<file path="src/rtl/fetch_unit.sv">
//------------------------------------------------------------------------------
// Module      : fetch_unit
// Description : Instruction fetch stage. Issues instruction-memory reads at the
//               current PC, tells the PC register when to advance, and feeds
//               the IF/ID pipeline register. A one-entry hold buffer absorbs
//               one fetch that completes while decode is stalled. A flush that
//               arrives while a read is outstanding and unanswered leaves the
//               block in a drop state, which waits for and discards that late
//               response.
//
// Ports       : clock        - sole clock, rising edge
//               reset        - asynchronous, active-low reset
//               pc           - current PC from the PC register
//               pc_advance   - combinational; PC register advances by 4
//               imem_req     - instruction read request
//               imem_addr    - instruction read address
//               imem_rdata   - read data, valid with imem_ack
//               imem_ack     - read complete (may coincide with imem_req)
//               flush        - discard in-flight/buffered fetches
//               id_ready     - decode accepts if_id_* this cycle
//               if_id_valid  - IF/ID register holds a valid instruction
//               if_id_pc     - PC of the held instruction
//               if_id_inst   - held instruction word
//               if_id_fault  - held entry is a misaligned-fetch fault
//
// Config      : FETCH_MISALIGN_TRAP_EN - when defined, a misaligned PC in the
//               request state produces a fault entry (NOP) instead of a read.
//               When undefined, the address is word-aligned and faults are 0.
//
// Revision    : 1.0 - initial release
//------------------------------------------------------------------------------
`default_nettype none

module fetch_unit (
  input  logic        clock,
  input  logic        reset,
  input  logic [31:0] pc,
  output logic        pc_advance,
  output logic        imem_req,
  output logic [31:0] imem_addr,
  input  logic [31:0] imem_rdata,
  input  logic        imem_ack,
  input  logic        flush,
  input  logic        id_ready,
  output logic        if_id_valid,
  output logic [31:0] if_id_pc,
  output logic [31:0] if_id_inst,
  output logic        if_id_fault
);

  localparam logic [31:0] C_NOP = 32'h0000_0013;

  typedef enum logic [1:0] {
    S_IDLE = 2'd0,
    S_REQ  = 2'd1,
    S_HOLD = 2'd2,
    S_DROP = 2'd3
  } state_t;

  state_t      r_state;
  logic [31:0] r_drop_addr;
  logic [31:0] r_hold_pc;
  logic [31:0] r_hold_inst;
  logic        r_hold_fault;
  logic        r_valid;
  logic [31:0] r_pc;
  logic [31:0] r_inst;
  logic        r_fault;

  logic        w_misalign;
  logic        w_accept;
  logic        w_slot_free;
  logic [31:0] w_req_addr;
  logic [31:0] w_new_inst;

`ifdef FETCH_MISALIGN_TRAP_EN
  // A misaligned PC never reaches memory; it completes at once as a fault.
  assign w_misalign = (r_state == S_REQ) && (pc[1:0] != 2'b00);
  assign w_req_addr = pc;
`else
  assign w_misalign = 1'b0;
  assign w_req_addr = {pc[31:2], 2'b00};
`endif

  // Acceptance: a completed (or trapped) fetch that is not being flushed.
  assign w_accept    = (r_state == S_REQ) && !flush && (imem_ack || w_misalign);
  assign w_slot_free = !r_valid || id_ready;
  assign w_new_inst  = w_misalign ? C_NOP : imem_rdata;

  assign pc_advance  = w_accept;

  // Request/address decode from the registered state; forced low by reset
  // because reset holds the state in IDLE.
  always_comb begin
    imem_req  = 1'b0;
    imem_addr = 32'h0000_0000;
    case (r_state)
      S_REQ: begin
        imem_req  = !w_misalign;
        imem_addr = w_req_addr;
      end
      S_DROP: begin
        imem_req  = 1'b1;
        imem_addr = r_drop_addr;
      end
      default: begin
        imem_req  = 1'b0;
        imem_addr = 32'h0000_0000;
      end
    endcase
  end

  always_ff @(posedge clock or negedge reset) begin
    if (!reset) begin
      r_state      <= S_IDLE;
      r_drop_addr  <= 32'h0000_0000;
      r_hold_pc    <= 32'h0000_0000;
      r_hold_inst  <= 32'h0000_0000;
      r_hold_fault <= 1'b0;
      r_valid      <= 1'b0;
      r_pc         <= 32'h0000_0000;
      r_inst       <= C_NOP;
      r_fault      <= 1'b0;
    end else begin
      // ---------------- state and side buffers ----------------
      case (r_state)
        S_IDLE: r_state <= S_REQ;

        S_REQ: begin
          if (flush) begin
            // With no answer yet the read is still in flight: remember where
            // it went so the late response can be recognised and dropped.
            if (!(imem_ack || w_misalign)) begin
              r_drop_addr <= w_req_addr;
              r_state     <= S_DROP;
            end
          end else if (w_accept && !w_slot_free) begin
            r_hold_pc    <= pc;
            r_hold_inst  <= w_new_inst;
            r_hold_fault <= w_misalign;
            r_state      <= S_HOLD;
          end
        end

        // Leaving HOLD invalidates the buffer, so a flush needs no data wipe;
        // the buffer contents only change when a new entry is captured.
        S_HOLD: if (flush || id_ready) r_state <= S_REQ;

        // A redirect while dropping keeps draining the old request.
        S_DROP: if (!flush && imem_ack) r_state <= S_REQ;

        default: r_state <= S_IDLE;
      endcase

      // ---------------- IF/ID register ----------------
      if (flush) begin
        r_valid <= 1'b0;
      end else if ((r_state == S_HOLD) && id_ready) begin
        r_valid <= 1'b1;
        r_pc    <= r_hold_pc;
        r_inst  <= r_hold_inst;
        r_fault <= r_hold_fault;
      end else if (w_accept && w_slot_free) begin
        r_valid <= 1'b1;
        r_pc    <= pc;
        r_inst  <= w_new_inst;
        r_fault <= w_misalign;
      end else if (id_ready) begin
        r_valid <= 1'b0;
      end
    end
  end

  assign if_id_valid = r_valid;
  assign if_id_pc    = r_pc;
  assign if_id_inst  = r_inst;
  // Constant 0 unless the misalignment trap is compiled in.
  assign if_id_fault = r_fault;

endmodule

`default_nettype wire

</file>
<file path="config.mk">
export PLATFORM = sky130hd
export DESIGN_NAME = fetch_unit
export DESIGN_NICKNAME = d
export VERILOG_FILES = /design/src/rtl/fetch_unit.sv
export SDC_FILE = /design/constraint.sdc
export NUM_CORES = 1
export LEC_CHECK = 0
export ABC_CLOCK_PERIOD_IN_PS = 1500
export CAP_MARGIN = 0
export CORE_MARGIN = 5
export CORE_UTILIZATION = 25
export DETAILED_ROUTE_END_ITERATION = 8
export GPL_ROUTABILITY_DRIVEN = 0
export SLEW_MARGIN = 30
export SYNTH_ARGS = -nofsm -noshare
export SYNTH_HDL_FRONTEND = slang
export SYNTH_SLANG_ARGS = --single-unit
export TNS_END_PERCENT = 50
</file>
<file path="constraint.sdc">
create_clock -name clock -period 1.5 [get_ports clock]
set_input_delay 0.225 -clock clock [delete_from_list [all_inputs] [get_ports clock]]
set_output_delay 0.225 -clock clock [all_outputs]
set_load 0.005 [all_outputs]
</file>
==> results by group, run 1 <==
Place
  – Worst slack at placement: -452 ps
  – Placed insts: 1148
  – Hpwl dp: 13000 um
  – # port buffers: 165

Critical path
  – CP peak stage delay: 420 ps
  – Critical Path AT: 2220 ps
  – Worst path slowest cell: dfrtp_2
  – Crit Path Max Fanout: 6
  – Cells on worst reg2reg path: 7
  – Worst r2r dst: r_hold_pc[23]
  – Most used cell, CP: buf_6
  – Crit-path cells: buf_6 -> buf_6 -> and4bb_4 -> nand3b_1 -> buf_6 -> clkbuf_16 -> mux2_4
  – R2R setup slack: -420 ps
  – Worst r2r src: r_state[1]
  – Worst EP required: 1800 ps
  – Worst setup path category: reg2reg
  – Startpoint Class: flop
  – CP Capture Type: flop

Power and ir drop
  – Sw Pwr: 4.15 mW
  – Peak VDD IR: 0.000702 V
  – Pwr Total: 15.2 mW
  – Comb pwr share: 0.284
  – Clock share of power: 0.310
  – Leakage power: 6.83 nW
  – Int Power: 11.1 mW
  – Sequential power share: 0.406
  – Sw Ratio: 0.272
  – Pwr dens: 1240 mW/mm^2

Synth
  – Asr flop ratio synth: 1.00
  – FF+latch count, synth: 161
  – EDFF count, synth: 0
  – Synth Warn #: 0
  – Top-count cell post-synth: dfrtp_1
  – Post-Synthesis Cells: 568
  – Share of the synthesized area in the top cell type: 0.537
  – Post-synth top cells: 158 x dfrtp_1, 94 x mux2i_1, 64 x nand2_1
  – Mapped Area: 0.00736 sq mm
  – Synth top area cells: dfrtp_1 54%, mux2i_1 13%, mux2_4 10%
  – Yosys cell types: 27
  – Avg Cell Area, Syn: 13.0 sq um
  – Leading area contributor after synthesis: dfrtp_1
  – Prevailing post-synth register cell: dfrtp_1
  – Register area share after synthesis: 0.548

Drt
  – Initial DRC count: 177
  – Routed vias: 5427
  – Drt pass-1 iters: 4
  – Vias per Instance: 4.41
  – Routed WL per cell: 19.3 um
  – # DRC: 0
  – Post-Route WL: 23800 um
  – Antenna viol nets, final: 0

STA
  – Setup Total Neg Slack: -60800 ps
  – Setup violators final: 191
  – Fin crit share: 1.28
  – Hold Vio Cnt, Final: 0
  – Setup ws final: -418 ps
  – Fmax: 521 MHz
  – Clk_skew: 9.47 ps
  – Slew @ Worst Pin: 495 ps
  – Slew Limit Fails: 0
  – Unrepaired setup endpoints after global routing: true
  – Final Critical Period: 1920 ps
  – Worst slew margin: 0.665

Job
  – Max Cap Violations: 0

Worst hold path
  – Worst hold path type: in2async

Die
  – # IOs: 169
  – Die area: 0.0330 sq mm
  – Core area: 0.0289 sq mm
  – Initial core utilization: 0.255
  – Num rows: 62
  – Die H: 182 um
  – Die Span X: 182 um

CTS
  – Number of buffers created by CTS: 17
  – Clock-pin slew on the worst setup and hold paths: 70 ps
  – H-tree lvl count: 4
  – Worst-Skew Late Latency: 410 ps
  – CTS sink count: 161
  – CTS Buffer Depth: 2
  – CTS tree: yes
  – Clk root buf: clkbuf_16

Finish
  – Post-Layout Cell Count: 1231
  – Area Overhead vs Synth: 67.0%
  – Ratio of cells with drive above 1 in the final layout: 0.473
  – Final nets: 903
  – Core Util, Final: 0.426
  – # fillers: 2691
  – Antenna cell count: 0

GRT
  – All-Layer GR Usage: 0.126
  – Global-route wire length before repair: 32800 um
  – Pin count of the biggest net entering global routing: 43
  – Initial antenna violation count: 0
  – Grt total ovfl: 0
  – Vias in the first global route: 5503

Run status
  – Failing checks: setup timing
  – Outcome: finished with violations
-- kinds of logic after synthesis --
logic type	after synthesis	share of synthesized area
buf+inv	44	0.0371
simple gates	105	0.0701
mux	188	0.297
flops	161	0.548
other cells	1	0.000510
compound gates	69	0.0476
-- how the worst max path moves through the flow --
stage	start	end	cells past startpoint
2_1_floorplan	r_state[1]	r_hold_inst[0]	6
3_3_place_gp	flush	pc_advance	4
3_5_place_dp	flush	r_hold_inst[31]	5
4_1_cts	r_state[1]	imem_addr[25]	6
5_1_grt	r_state[1]	r_hold_inst[8]	7
6_report	r_state[1]	r_hold_pc[23]	7
-- repair_timing --
item | in CTS | in global routing
hold buffers | 1 | 0
cloned | 12 | 21
pin swaps | 0 | 83
gates resized for setup | 211 | 268
setup endpoints to repair | 254 | 254
hold endpoints to repair | 22 | 0
setup buffers | 18 | 3
-- power by group through the flow --
stage | Sequential, mW | Combinational [mW] | Clock (mW)
floorplan | 5.98 | 1.52 | 0
global placement | 6.06 | 3.57 | 0
detailed placement | 6.08 | 3.63 | 0
CTS | 6.02 | 3.92 | 4.85
global route | 6.31 | 4.68 | 5.04
finish | 6.18 | 4.34 | 4.73
-- worst max-delay path: cells and delay by family, from the launching register on --
| family | cells | cell delay (ps) |
|---|---|---|
| buffers and inverters | 4 | 620 |
| flip-flops | 1 | 420 |
| AND/OR/NAND/NOR | 2 | 480 |
| multiplexers | 1 | 290 |
-- flip-flops by register name (all words and copies together), names as in the netlist --
register	cells
if_id_pc	32
r_state	2
r_drop_addr	30
r_hold_pc	32
if_id_inst	32
if_id_valid	1
r_hold_inst	32
-- area by class of cell --
cell class	instances	area (sq um)	share of cell area
Sequential cell	161	4040	0.328
Inverter	1	3.75	0.000305
Clock inverter	12	181	0.0148
Tap cell	384	480	0.0391
Clock buffer	20	457	0.0372
Timing Repair Buffer	288	3420	0.278
Multi-Input combinational cell	365	3710	0.302
-- per-stage QoR --
stage	area (sq um)	hold slack [ps]
final	12300	286
after detailed placement	9950	156
after CTS	11100	286
after global routing	12300	313
after global placement	9950	153
after floorplan	7370	-70.6
-- cell usage in the layout (no fill, tap or decap), drive strengths merged --
cell and count:
nor4b 1, dlygate4sd2 2, dlymetal6s2s 62, clkbuf 34, and4bb 1, o21ai 64, bufbuf 1, clkinvlp 1
buf 140, dfstp 3, dlygate4sd3 1, bufinv 4, clkdlybuf4s50 67, and3b 1, mux2 94, dfrtp 158
mux2i 94, inv 2, nand2 64, a21o 1, nor2 1, clkdlybuf4s15 1, clkinv 6, a21oi 3
conb 3, o31ai 1, nand3b 2, or2 1, nor4bb 1, nand2b 2, nor2b 31
-- routing by layer --
layer | vias up | part of all wire | track usage
met5 | - | 0 | 0
met4 | 0 | 0.010 | 0.0243
met3 | 11 | 0.045 | 0.0296
met2 | 141 | 0.47 | 0.201
met1 | 2760 | 0.48 | 0.178
li1 | 2515 | - | -
(Power assumes the default switching activity.)
==> inputs of run 2 (changes only) <==
--- a/config.mk
+++ b/config.mk
@@ -11,6 +11,7 @@
 export CORE_UTILIZATION = 25
 export DETAILED_ROUTE_END_ITERATION = 8
 export GPL_ROUTABILITY_DRIVEN = 0
+export SKIP_CTS_REPAIR_TIMING = 1
 export SLEW_MARGIN = 30
 export SYNTH_ARGS = -nofsm -noshare
 export SYNTH_HDL_FRONTEND = slang
==> results by group, run 2 (synthesized netlist as in run 1, its figures left out) <==
Run status
  – Outcome: finished with violations
  – Failing checks: setup timing

STA
  – Final Critical Period: 1970 ps
  – Setup Total Neg Slack: -68880 ps
  – Fin crit share: 1.31
  – Slew Limit Fails: 0
  – Setup violators final: 219
  – Clk_skew: 10.6 ps
  – Fmax: 508 MHz
  – Unrepaired setup endpoints after global routing: true
  – Setup ws final: -470 ps
  – Hold Slack: 273 ps
  – Hold Vio Cnt, Final: 0

Finish
  – Core Util, Final: 0.394
  – Area Overhead vs Synth: 54.7%
  – Ratio of cells with drive above 1 in the final layout: 0.331
  – Final nets: 897
  – Antenna cell count: 0
  – Most frequent cells in the layout: 156 x dfrtp_1, 129 x clkdlybuf4s50_1, 92 x mux2i_1
  – Commonest non-fill, non-tap cell in the layout: dfrtp_1
  – # fillers: 2795
  – Multi-input logic area: 0.00313 sq mm
  – FF+latch area: 0.00404 sq mm
  – Design Area, Final: 0.0114 sq mm

Critical path
  – Startpoint Class: flop
  – Crit Path Max Fanout: 19
  – Worst path slowest cell: dfrtp_2
  – CP peak stage delay: 430 ps
  – Most used cell, CP: buf_4
  – Worst EP required: 1830 ps
  – Crit-path cells: buf_4 -> buf_4 -> buf_4 -> nor4bb_2 -> buf_4 -> a21oi_4 -> buf_12 -> clkbuf_16 -> nand2_1 -> o21ai_1
  – Worst setup path category: reg2reg
  – CP Capture Type: flop
  – Critical Path AT: 2300 ps

Place
  – Hpwl dp: 13000 um
  – Worst slack at placement: -452 ps
  – # port buffers: 165
  – Post-DP Area: 0.00995 sq mm

Die
  – Die Span X: 182 um
  – Num rows: 62
  – # IOs: 169
  – Die area: 0.0330 sq mm
  – Initial core utilization: 0.255
  – Core area: 0.0289 sq mm
  – Die H: 182 um

CTS
  – CTS sink count: 161
  – Number of buffers created by CTS: 17
  – Clock-pin slew on the worst setup and hold paths: 70 ps
  – Clk root buf: clkbuf_16
  – CTS tree: yes
  – Worst-Skew Late Latency: 410 ps
  – CTS Buffer Depth: 2
  – H-tree lvl count: 4

Power and ir drop
  – Pwr dens: 1280 mW/mm^2
  – Peak VDD IR: 0.000692 V
  – Leakage power: 5.87 nW

GRT
  – Pin count of the biggest net entering global routing: 49
  – Global-route wire length before repair: 29700 um
  – Vias in the first global route: 5291
  – Initial antenna violation count: 0
  – All-Layer GR Usage: 0.112
  – Grt total ovfl: 0

Job
  – Max Cap Violations: 0

Drt
  – # DRC: 0
  – Antenna viol nets, final: 0
  – Routed vias: 5186
  – Initial DRC count: 200
  – Drt pass-1 iters: 4
  – Vias per Instance: 4.23
  – Routed WL per cell: 17.7 um
  – Post-Route WL: 21600 um

Worst hold path
  – Worst hold path type: in2async
run 2: per-layer routing:
metal  wire (um)  vias to the layer above  global-route usage
met2       10000                      113               0.177
li1            -                     2493                   -
met5           0                        -                   0
met3         914                        8              0.0292
met4         160                        0              0.0252
met1       10500                     2572               0.154
run 2: through the flow:
| stage | std cells | total power, mW |
|---|---|---|
| floorplan | 570 | 7.50 |
| detailed placement | 1148 | 9.71 |
| global route | 1225 | 15.4 |
| CTS | 1180 | 14.5 |
| finish | 1225 | 14.6 |
| global placement | 1148 | 9.63 |
run 2: final cells by class:
class	instances	area share
Multi-Input combinational cell	365	0.275
Sequential cell	161	0.354
Clock buffer	20	0.0401
Timing Repair Buffer	282	0.272
Inverter	1	0.000330
Clock inverter	12	0.0159
Tap cell	384	0.0422
run 2: final timing paths:
kind	start	end	slack (ps)	cells past startpoint
max	r_state[1]	if_id_inst[17]	-470	10
min	reset	if_id_inst[6]	270	2
max reg2reg	r_state[1]	if_id_inst[17]	-470	10
min reg2reg	if_id_inst[0]	if_id_inst[0]	460	2
max in group asynchronous	reset	if_id_pc[17]	650	3
min in group clock	if_id_inst[0]	if_id_inst[0]	460	2
run 2: report_power, final:
part,leakage [nW],internal (mW),switching (mW),total [mW]
Sequential,2.03,5.42,0.603,6.02
Combinational,3.54,2.51,1.34,3.85
Clock,0.311,2.89,1.81,4.70
run 2: worst max-delay path: cells and delay by family (launching register included):
kind | cells | cell delay, ps
buf+inv | 6 | 950
flops | 1 | 430
compound gates | 2 | 300
simple gates | 2 | 220
==> variant 1, RTL diff (settings of run 2) <==
Make the reset (`reset`) synchronous in one clocked block. Comments in the files are not updated.
--- a/src/rtl/fetch_unit.sv
+++ b/src/rtl/fetch_unit.sv
@@ -111,5 +111,5 @@
   end
 
-  always_ff @(posedge clock or negedge reset) begin
+  always_ff @(posedge clock) begin
     if (!reset) begin
       r_state      <= S_IDLE;
Function: differs if reset is asserted again (counterexample within 4 cycles, from zero or initial values and one cycle with reset low); with reset held inactive, the same outputs for 4 cycles.
==> variant 1 against run 2 <==
- the flow still finishes with violations (negative setup slack)
- die area decreased by 8.7%
- sequential cell count unchanged
- count of clock-buffer cells in the layout unchanged
- final area decreased by 2.9%
- highest routed layer unchanged
- wire length increased by 14%
- area after synthesis decreased by 9.3%
- critical path type is now register to output port
- worst setup slack improved by 0.089 ns
- critical path depth decreased by 5
Power is not compared: it rests on default switching activity, and its combinational part moved more than twofold at a synthesized area within 25%.
==> variant 1: results (changes against run 2) <==
- Pre-CTS worst setup slack: -0.7252 ns (-0.2729 ns)
- Total met3 wirelength after detailed routing: 1.328 mm (+45%)
* List of most frequent post-synthesis cells: nand2_1, dfxtp_1, a21oi_1, a31oi_1, o21ai_0
* DR pass1 iterations: 5 (+1)
- Proportion of register bits with asynchronous set or reset after synthesis: 0 (-1.000)
* Via count of the first global-routing pass: 6122 (+16%)
* Pin count of the biggest net entering global routing: 48 (-2.0%)
* CP Max Fanout: 6 (-13)
- Yosys cell types: 29 (+7.4%)
* Fraction of final layout cells with drive strength greater than 1: 0.2502 (-0.08034)
- The data arrival at the endpoint of the critical path is 1.66 ns (-0.64 ns).
- Synthesized-area fraction occupied by ao, oa, aoi and oai cells: 0.1814 (+0.1338)
* End of the worst register-to-register path: r_hold_pc[15]
- The reg2reg setup slack came to -0.36 ns (+0.11 ns).
* Run status: finished, violations left
- Least setup slack across all paths after layout: -0.3812 ns (+0.08916 ns)
- Number of violations reported at the end of detailed-routing iteration 0: 708 (+250%)
- The cell count after synthesis is 865 (+52%).
* Portion of netlist area occupied by mux cells: 0.04497 (-0.2517)
- The placed wire-length estimate after detailed placement came to 14.12 mm (+8.8%).
* Placement-stage cell area: 9230 um^2 (-7.2%)
- In this run the static leakage power is 4.909 nW.
* M1 wire length: 11.70 mm (+11%)
- Most area-consuming cells after synthesis: dfxtp_1, nand2_1, a21oi_1
* WHS: 0.2614 ns (-0.01202 ns)
- Placed cell count: 1365 (+19%)
- Failing checks: negative setup slack
- The met2 routed wirelength was 11.38 mm (+13%).
- Timing startpoint of the critical path: r_state[1]
- The total global routing track utilization was 0.1368 (+0.02497).
* Via Count: 6873 (+33%)
* Class of the most critical hold timing path: input port to register
- The number of nets in the final layout was 1185 (+32%).
* Longest individual stage delay on the worst path: 0.40 ns (-0.03 ns)
* Worst clock skew: 0.01410 ns (+0.003457 ns)
* Wire length of the first global-routing pass: 33.44 mm (+13%)
* Insertion delay to the later sink of the worst-skew pair: 0.43 ns (+0.02 ns)
* Routed len/inst: 16.85 um (-4.6%)
* Post-Layout Cell Count: 1463 (+19%)
- The aggregate negative setup slack was -49.06 ns (+19.82 ns).
- The total setup violations reported at the end of the flow came to 191 (-13%).
* Sequential fraction of the synthesis area: 0.4827 (-0.06537)
- Slowest cell on the critical path: dfxtp_4
==> variant 1: cell type report <==
type	instances	area, um^2
clock buffer	20	436.7
timing repair buffer	307	3465
sequential	161	3249
tap	335	419.2
multi-input combinational	628	3339
antenna	1	2.502
clock inverter	10	138.9
fill	2575	15150
inverter	1	5.005
==> variant 1: cell families after synthesis <==
| group | count (synthesis) |
|---|---|
| flops | 161 |
| simple gates | 371 |
| buf+inv | 78 |
| compound gates | 224 |
| other cells | 1 |
| mux | 30 |
==> variant 1: routing by layer <==
metal  GRT usage  vias to the layer above
li1            -                     3391
met3     0.03686                       18
met2      0.2188                      211
met1      0.1838                     3253
met5           0                        -
met4     0.03459                        0
==> variant 1: how the worst max path moves through the flow <==
| stage | slack (ns) | endpoint |
|---|---|---|
| 3_5_place_dp | -0.73 | pc_advance |
| 2_1_floorplan | 0.01 | r_hold_inst[30] |
| 3_3_place_gp | -0.77 | pc_advance |
| 6_report | -0.38 | pc_advance |
| 4_1_cts | -0.75 | pc_advance |
| 5_1_grt | -0.44 | imem_addr[31] |
==> variant 1: power by group through the flow <==
stage,Clock (W),Sequential [W],Combinational (W)
final,0.00436,0.00450,0.00144
after global routing,0.00468,0.00451,0.00155
after CTS,0.00448,0.00449,0.00125
after detailed placement,0,0.00459,0.00125
after global placement,0,0.00459,0.00124
after floorplan,0,0.00457,0.000427
==> variant 1: tightest hold or removal path: cells and delay by family <==
family / cells / cell delay, ns
AO/OA/AOI/OAI: 1 / 0.09
buffers and inverters: 2 / 0.31
==> variant 2, RTL diff (flow settings as in run 2) <==
Made on the original files. Build with the macro `FETCH_MISALIGN_TRAP_EN` defined.
--- a/src/rtl/fetch_unit.sv
+++ b/src/rtl/fetch_unit.sv
@@ -31,4 +31,6 @@
 //------------------------------------------------------------------------------
 `default_nettype none
+
+`define FETCH_MISALIGN_TRAP_EN
 
 module fetch_unit (
Formal check against the unedited RTL: not equivalent (Yosys sat finds a counterexample within 4 cycles, from zero or initial values and one cycle with reset low).
==> variant 2 against run 2 <==
- the flow still finishes with violations (negative setup slack)
- worst setup slack lost 0.059 ns
- sequential cell count grew 4
- first-iteration DRC count grew 22%
- area after synthesis grew 7.7%
- final area grew 7.0%
- synthesized cell count grew 20%
- wire length grew 4.0%
- non-clock buffer count grew 11
- die area grew 7.2%
- count of clock-buffer cells in the layout shrank 2
- critical path type unchanged
- largest cell class unchanged
Power is not compared: it rests on default switching activity, and its combinational part moved more than twofold at a synthesized area within 25%.
==> variant 2: results (changes against run 2) <==
* Class of the most critical hold timing path: input port to asynchronous set/reset pin
- Clock tree buffer depth: 2 (unchanged)
- Via count of the first global-routing pass: 5734 (+8.4%)
- The number of buffers created by CTS is 17 (unchanged).
- The H-tree depth reported by CTS is 4 (unchanged).
* Fraction of final layout cells with drive strength greater than 1: 0.3639 (+0.03336)
- The data arrival at the endpoint of the critical path is 2.34 ns (+0.04 ns).
- Nets@finish: 1015 (+13%)
- Via density: 4.309 (+1.8%)
- The run finished, with violations left.
* Initial antenna violation count: 0 (unchanged)
* Quantity of I/O buffers inserted on ports: 168 (+1.8%)
* Count of final setup violators: 198 (-9.6%)
* Most area-consuming cells after synthesis: dfrtp_1, mux2_2, mux2i_1
- Combinational Power: 0.00969 W
- Failing checks: negative setup slack
- Insertion delay to the later sink of the worst-skew pair: 0.43 ns (+0.02 ns)
- For the pin with the worst max-slew slack, the measured transition is 0.4758 ns.
- Sequential fraction of the synthesis area: 0.5216 (-0.02640)
- Summed over all cells, the static leakage comes to 6.122 nW.
- The fill cell total of the finished layout is 3045 (+8.9%).
- Slowest cell on the critical path: dfrtp_2
- The total global routing track utilization is 0.1129 (+0.001057).
* Post-Layout Cell Count: 1361 (+11%)
- Placement-stage cell area: 10560 um^2 (+6.2%)
- Cell family contributing the most delay on the critical path: buffers and inverters
- The share of flip-flops with an asynchronous set or reset after synthesis is 1.000 (unchanged).
- The placed wire-length estimate after detailed placement came to 13.64 mm (+5.0%).
* Synthesized flop and latch total: 165 (+2.5%)
- Final wirelength: 22.50 mm (+4.0%)
- Power spread over the standard cell area amounts to 1803 nW/um^2.
- Wire length of the first global-routing pass: 32.13 mm (+8.2%)
- The worst setup slack before clock tree synthesis was -0.5852 ns (-0.1329 ns).
* N_diodes: 0 (unchanged)
- Yosys cell types: 30 (+11%)
* Longest individual stage delay on the worst path: 0.52 ns (+0.09 ns)
* CP Max Fanout: 8 (-11)
- Fin Setup TNS: -74.00 ns (-5.118 ns)
- Clock root buffer: clkbuf_16
- Worst ir drop on vdd: 0.7758 mV
- Internal power comes to 0.01495 W.
- The DRC marker count from the first detailed-route iteration is 243 (+22%).
- The number of placed instances, taps included came to 1277 (+11%).
* YS warnings: 0 (unchanged)
- Worst clock skew: 0.01216 ns (+0.001512 ns)
* Mean post-synth cell area: 11.63 um^2 (-10%)
- Of the total power, the clock network draws 0.203.
- DR pass1 iterations: 5 (+1)
- List of most frequent post-synthesis cells: dfrtp_1, mux2_2, nand2_1, inv_1, mux2i_1
- The maximum number of pins on one net before global-route repair is 59 (+20%).
* Clock-pin transition on the worst setup and hold timing paths: 0.08 ns
- The worst setup margin came to -0.5295 ns (-0.05915 ns).
- Synthesis produced a netlist with a net count of 750.
==> variant 2: changes by cell type after synthesis, moves of 9 or more <==
cell             run 2  this run
o21ai_0             61        35
nor2_1               1        33
mux2_4              49        21
a31oi_1              0        29
mux2_2              45       109
mux2i_1             94        61
clkbuf_1             6        15
inv_1                1        61
==> variant 2: area by class of cell <==
type | instances | area, um^2 | area share
multi-input cells | 408 | 3467 | 0.2846
well taps | 402 | 503.0 | 0.04128
repair buffers | 293 | 3257 | 0.2673
inverters | 61 | 229.0 | 0.01879
clock inverters | 14 | 155.1 | 0.01273
clock buffers | 18 | 439.2 | 0.03604
flip-flops and latches | 165 | 4134 | 0.3393
==> variant 2: per-layer routing <==
metal / up-vias / track usage / wire length, um
met5: - / 0 / 0
li1: 2819 / - / -
met4: 0 / 0.02372 / 162
met3: 11 / 0.03518 / 901
met1: 2914 / 0.1532 / 10680
met2: 121 / 0.1783 / 10760
==> variant 2: kinds of logic after synthesis <==
kind of cell	after synthesis	share of synthesized area
compound gates	78	0.05986
mux	191	0.2718
simple gates	139	0.08260
buf+inv	108	0.06412
flops	165	0.5216
==> variant 2: worst paths after layout <==
path | to | cells after the start | start | slack (ns)
max | if_id_pc[31] | 9 | r_state[1] | -0.53
min | if_id_pc[25] | 2 | reset | 0.28
max reg2reg | if_id_pc[31] | 9 | r_state[1] | -0.53
min reg2reg | r_hold_inst[6] | 2 | r_hold_inst[6] | 0.48
max in group asynchronous | r_drop_addr[9] | 3 | reset | 0.62
min in group clock | r_hold_inst[30] | 3 | imem_rdata[30] | 0.38
==> variant 2: worst register-to-register path, delay by kind of cell (launching register included) <==
kind	cells	cell delay, ns
buffers and inverters	5	0.73
DFF	1	0.52
muxes	1	0.31
AOI/OAI and AO/OA	2	0.26
and+or+nand+nor	1	0.10
